`config.mk`:
```
export PLATFORM = sky130hd
export DESIGN_NAME = fwd_hazard_unit
export DESIGN_NICKNAME = d
export VERILOG_FILES = /design/src/rtl/fwd_hazard_unit.sv
export SDC_FILE = /design/constraint.sdc
export NUM_CORES = 1
export LEC_CHECK = 0
export BUFFER_PORTS_ARGS = -buffer_cell sky130_fd_sc_hd__buf_2
export CORE_MARGIN = 8
export CORE_UTILIZATION = 30
export CTS_CLUSTER_SIZE = 40
export DETAILED_ROUTE_END_ITERATION = 8
export GPL_ROUTABILITY_DRIVEN = 0
export GPL_TIMING_DRIVEN = 1
export MAX_ROUTING_LAYER = met4
export PLACE_DENSITY = 0.58
export SYNTH_ARGS = -nofsm -noshare
export SYNTH_HDL_FRONTEND = slang
export SYNTH_SLANG_ARGS = --single-unit
```
`constraint.sdc`:
```
create_clock -name clk -period 2.4 [get_ports clk]
set_input_delay 0.24 -clock clk [delete_from_list [all_inputs] [get_ports clk]]
set_output_delay 0.24 -clock clk [all_outputs]
set_load 0.005 [all_outputs]
```
`src/rtl/fwd_hazard_unit.sv`:
```
// Forwarding and load-use hazard unit for a 5-stage in-order pipeline.
// Define FWD_HAZARD_FWD_EN for EX operand forwarding; otherwise the unit stalls until producers reach WB.
module fwd_hazard_unit (
  input  logic        clk,
  input  logic        reset,
  input  logic        id_valid,
  input  logic [4:0]  id_rs1,
  input  logic [4:0]  id_rs2,
  input  logic [4:0]  id_rd,
  input  logic        id_reg_write,
  input  logic        id_mem_read,
  input  logic        flush,
  output logic        stall,
  output logic        bubble,
  output logic [1:0]  forward_a,
  output logic [1:0]  forward_b,
  output logic [15:0] stall_cnt
);

  localparam int unsigned REG_W = 5;
  localparam int unsigned CNT_W = 16;
  localparam logic [1:0]  FWD_RF  = 2'b00;
  localparam logic [1:0]  FWD_WB  = 2'b01;
  localparam logic [1:0]  FWD_MEM = 2'b10;

  typedef struct packed {
    logic             valid;
    logic [REG_W-1:0] rs1;
    logic [REG_W-1:0] rs2;
    logic [REG_W-1:0] rd;
    logic             reg_write;
    logic             mem_read;
  } tag_t;

  typedef enum logic {RUN, STALL} state_t;

  tag_t       ex_tag, mem_tag, wb_tag, ex_tag_n;
  state_t     state, state_n;
  logic [CNT_W-1:0] cnt_n;
  logic       hazard_c;
  logic       unused_tags;

  // A stage produces a register only if it is a real writer of a non-x0 register.
  function automatic logic hits(input tag_t t, input logic [REG_W-1:0] src);
    return t.valid && t.reg_write && (t.rd != '0) && (t.rd == src);
  endfunction

  // Not every tag field feeds decisions in every build.
  assign unused_tags = ^{mem_tag, wb_tag, ex_tag.rs1, ex_tag.rs2};

  always_comb begin
    hazard_c  = 1'b0;
    forward_a = FWD_RF;
    forward_b = FWD_RF;
`ifdef FWD_HAZARD_FWD_EN
    hazard_c = id_valid && ex_tag.mem_read &&
               (hits(ex_tag, id_rs1) || hits(ex_tag, id_rs2));
    if (hits(mem_tag, ex_tag.rs1))     forward_a = FWD_MEM;
    else if (hits(wb_tag, ex_tag.rs1)) forward_a = FWD_WB;
    if (hits(mem_tag, ex_tag.rs2))     forward_b = FWD_MEM;
    else if (hits(wb_tag, ex_tag.rs2)) forward_b = FWD_WB;
`else
    // WB is excluded: the register file is write-before-read.
    hazard_c = id_valid &&
               (hits(ex_tag, id_rs1) || hits(ex_tag, id_rs2) ||
                hits(mem_tag, id_rs1) || hits(mem_tag, id_rs2));
`endif
    // Flush kills the stalled instruction; reset wins over everything.
    stall  = hazard_c && !flush && !reset;
    bubble = stall;
  end

  always_comb begin
    ex_tag_n = '0;
    state_n  = state;
    cnt_n    = stall_cnt;
    if (!(stall || flush || !id_valid))
      ex_tag_n = '{valid: 1'b1, rs1: id_rs1, rs2: id_rs2, rd: id_rd,
                   reg_write: id_reg_write, mem_read: id_mem_read};
    case (state)
      RUN:     if (stall)  state_n = STALL;
      STALL:   if (!stall) state_n = RUN;
      default: state_n = RUN;
    endcase
    if (stall && (stall_cnt != {CNT_W{1'b1}}))
      cnt_n = stall_cnt + CNT_W'(1);
  end

  always_ff @(posedge clk) begin
    if (reset) begin
      ex_tag    <= '0;
      mem_tag   <= '0;
      wb_tag    <= '0;
      state     <= RUN;
      stall_cnt <= '0;
    end else begin
      ex_tag    <= ex_tag_n;
      mem_tag   <= ex_tag;
      wb_tag    <= mem_tag;
      state     <= state_n;
      stall_cnt <= cnt_n;
    end
  end

endmodule

```
# Yosys cells after proc, flatten, opt, wreduce, memory -nomap -nowiden

Cells that the tools add are included.

Bits in registers: 30
Input port bits: 21
Word-level logic and storage cells: 37

$add $sub $neg: 1
Equal/unequal tests: 5
Multiplexer cells: 1
Reductions and logical operators: 23

Operators with widths:

| operator              | count |
|---|---|
| $eq 5x5->1            | 4 |
| $mux 18               | 1 |
| $add 16x1->16 const B | 1 |
| $ne 16x16->1 const B  | 1 |
| $logic_and 1x1->1     | 12 |
| $reduce_bool 5->1     | 2 |
| $logic_or 1x1->1      | 5 |
| $logic_not 1->1       | 3 |
| $reduce_or 2->1       | 1 |

# Longest topological paths before layout

Word-level depth: 12
Gate-level depth with buffers: 8
Gate-level depth less buffers: 7

# Worst setup path before layout

No wires, ideal clock.

Kind: reg-to-reg
Start point: register mem_tag[2] in the netlist's numbering
End point: register stall_cnt[10]
Arrival: 1847 ps
Path slack: 432 ps
Cell stages (with the launch flop): 8
Path buffers: 1
Clock period less this slack: 1968 ps
Cell sequence: dfxtp_1 > or3_1 > o311a_1 > a22oi_2 > buf_6 > nor2_4 > nor3b_1 > mux2_4

Longest elaborated chain between the ends: 9
Elaborated cells on any way between the ends: 12

RTL lines:

| element                          | line | text |
|---|---|---|
| from (decl)                      | 37   | `tag_t ex_tag, mem_tag, wb_tag, ex_tag_n;` |
| from (signal assigned)           | 98   | `mem_tag <= ex_tag;` |
| $reduce_bool 5->1                | 45   | `return t.valid && t.reg_write && (t.rd != '0) && (t.rd == src);` |
| $logic_and 1x1->1 (2 in a row)   | 45   |  |
| $logic_or 1x1->1                 | 65   | `(hits(ex_tag, id_rs1) \|\| hits(ex_tag, id_rs2) \|\|` |
| $logic_or 1x1->1 *               | 66   | `hits(mem_tag, id_rs1) \|\| hits(mem_tag, id_rs2));` |
| $logic_and 1x1->1 *              | 64   | `hazard_c = id_valid &&` |
| $logic_and 1x1->1 * (2 in a row) | 69   | `stall = hazard_c && !flush && !reset;` |
| $logic_and 1x1->1 *              | 85   | `if (stall && (stall_cnt != {CNT_W{1'b1}}))` |
| to (signal assigned)             | 101  | `stall_cnt <= cnt_n;` |
| to (decl)                        | 17   | `output logic [15:0] stall_cnt` |

Mark *: on every way between the ends. The rest lies on a longest branch, timed or not.
A chain may end at the register's enable or synchronous reset.

# Worst setup path in the final report

Start point: register mem_tag[2] in the netlist's numbering
End point: register stall_cnt[13]

The elaborated chain is that of the path after synthesis.

==> results.toml <==
[layout]
diodes = 0
final_nets = 228
nFillCells = 519
finish.instance_area_mm2 = 0.001904
seqCellArea_um2 = 600.6
syn2layout_area_growth_pct = 26.31
final_layout_size_suffix_gt1_share_pct = 28.50
post-route-util_pct = 38.26
multiInputGateArea_um2 = 858.3

[clocking]
clockBufferDepth = 2
numCtsBuffers = 5
cts_hold_buf = 0
cts_root_buf = "clkbuf_8"
htreeDepth = 2
cts_tree = "built"
cts.sink_count = 30
ctsResizeCount = 0
post_cts_buffers = 0
clk_latency_ps = 280
cts.reportedPaths.clkPinSlew_ps = 60

[sta]
finalCritPeriodShare_pct = 89.94
tns_ps = 0
finalClockSkew_ps = 1.509
finalSetupViolCount = 0
hold_violations = 0
fmax_ghz = 0.4633
maxSlewViolCount = 0
rsz0062_at_grt = "no"
post-route-min-period_ps = 2159

[global_route]
antenna_found_initial = 0
grt_pass1_vias = 1157
grt_first_pass_wirelength_um = 5299
track_usage_pct = 9.262
gr-total-overflow = 0
grt_max_degree = 30

[setup_path]
rrSetupSlack_ps = 240
worstPathArrival_ps = 2330
reg2reg_depth = 8
cp-end-kind = "flip-flop"
r2r_end = "stall_cnt[13]"
reg2reg_from = "mem_tag[2]"
crit_type = "reg2reg"
worstPathMaxFanout = 11
crit_path_start_kind = "flip-flop"
required_ps = 2570

[floorplanning]
core_area_mm2 = 0.004977
placementRows = 26
die_y_um = 86.89
die_area_mm2 = 0.007550
pin_count = 43
die_w_um = 86.89
initial_core_util_pct = 30.29

[logic_synthesis]
synth_top_family_by_area = "simple AND/OR/NAND/NOR gates"
synth_seq_cells = 30
synthMuxAreaShare_pct = 3.817
ys_types = 34
ys_warn_count = 0
synthAdderAreaFrac_pct = 0.8299
seq_area_frac_synth_pct = 39.83
yosys.area.top_type = "dfxtp_1"
synth_compound_area_share_pct = 6.473
synth.top_cell.area_share_pct = 39.83
synth_simple_gate_area_share_pct = 28.55
netlist_instances = 164
synthesis.area_mm2 = 0.001508
synth_area_per_cell_um2 = 9.193
synthXorXnorAreaFrac_pct = 16.27
ys_top_cells_by_area = "dfxtp_1 (40%), xnor2_1 (16%), nor2_1 (4.5%), nor2b_1 (4.1%), and2_1 (3.3%)"

[drt]
drt-pass1-iter-count = 4
viasPerCell = 4.238
drt_iter0_drc = 56
wl_per_cell_um = 11.52
drc_errors = 0
vias = 1174
ant_nets = 0
wl_um = 3191

[flow_run]
drv_cap = 0

[pwr]
ir_worst_vdd_uv = 221.7
power_density_mw_per_mm2 = 633.7
leakagePower_uw = 0.0007687

[status]
status = "finished, final reports clean"

[worst_hold_path]
hold_class = "in2reg"
hold_depth = 2
min_to = "ex_tag[5]"
worstHoldStart = "id_rd[3]"

[placement]
post_dp_cell_area_mm2 = 0.001762
place_hpwl_um = 2546
io_buffers = 37
[state kept, by name, indices dropped and copies added, names as in the netlist]
register,cells
stall_cnt,16
mem_tag,7
ex_tag,7
[cells in the mapped netlist (all sizes together)]
library cell	instances
mux2	3
nand3	9
nand2	11
o21bai	1
and2	8
conb	1
a31o	3
a22oi	1
nand2b	5
and4	1
nor4	4
nor3	3
dfxtp	30
buf	6
mux2i	2
nor2	19
nand4	2
nor3b	2
nor4b	1
o22ai	2
xnor2	28
and2b	1
ha	1
clkbuf	3
or3	2
a21oi	3
nor2b	10
o311a	2
[routing by layer]
metal  share of wire [%]  global-route usage [%]
met5                   0                       -
met4                 2.0                   5.634
met3                 4.3                   2.642
met2                  46                   13.74
met1                  48                   10.85
[per-stage QoR]
stage | power (µW) | hold slack (ps) | cells | worst slack (ps)
finish | 1207 | 155.9 | 277 | 241.4
global route | 1254 | 142.9 | 277 | 0.3997
CTS | 1221 | 146.6 | 277 | 219.7
detailed placement | 592.3 | 443.0 | 269 | 212.7
global placement | 591.6 | 437.9 | 269 | 213.9
floorplan | 567.1 | 361.7 | 167 | 431.7
[critical path, cell delays in order (launching register included)]
cell	delay, ps
dfxtp_1	390
xnor2_1	140
nand3_1	90
o22ai_1	210
a22oi_2	100
buf_4	190
nor4_2	450
nand4_1	170
mux2_1	320
[worst max path at each step]
stage / from / to / slack (ps) / cells past startpoint
after floorplan: mem_tag[2] / stall_cnt[10] / 430 / 7
after global placement: id_rs2[4] / stall_cnt[13] / 210 / 9
after detailed placement: id_rs2[4] / stall_cnt[13] / 210 / 9
after CTS: mem_tag[6] / stall_cnt[13] / 220 / 8
after global routing: ex_tag[2] / stall_cnt[13] / 0.4 / 8
final: mem_tag[2] / stall_cnt[13] / 240 / 8
[cell type report]
type,count,share of cell area [%]
tap,70,4.599
clock inverter,2,3.154
clock buffer,6,4.336
timing repair buffer,41,11.30
multi-input combinational,128,45.07
sequential,30,31.54
[where the power goes]
group          internal [µW]  switching, µW  total [µW]
sequential               504           5.33         509
combinational           37.6           34.0        71.6
clock                    442            184         626
total                    984            223        1210
[cells in the final DEF (no fill, tap or decap), drive strengths merged, types with 2 or more instances in the layout]
master / synthesis / routed
mux2: 3 / 3
xnor2: 28 / 28
nor2: 19 / 19
nor3: 3 / 3
nand2b: 5 / 5
conb: 1 / 4
nand4: 2 / 2
mux2i: 2 / 2
a31o: 3 / 3
a21oi: 3 / 3
nand3: 9 / 9
and2: 8 / 8
nand2: 11 / 11
clkbuf: 3 / 6
dfxtp: 30 / 30
nor2b: 10 / 10
nor4: 4 / 4
buf: 6 / 41
or3: 2 / 2
o311a: 2 / 2
o22ai: 2 / 2
bufinv: 0 / 2
nor3b: 2 / 2
[cells by family after synthesis]
family | count (synthesis)
muxes | 5
buffers and inverters | 9
xor gates and xnor gates | 28
other | 1
DFF | 30
AOI/OAI and AO/OA | 12
and+or+nand+nor | 78
adders and majority gates | 1
Power figures use the tool's default switching activity.
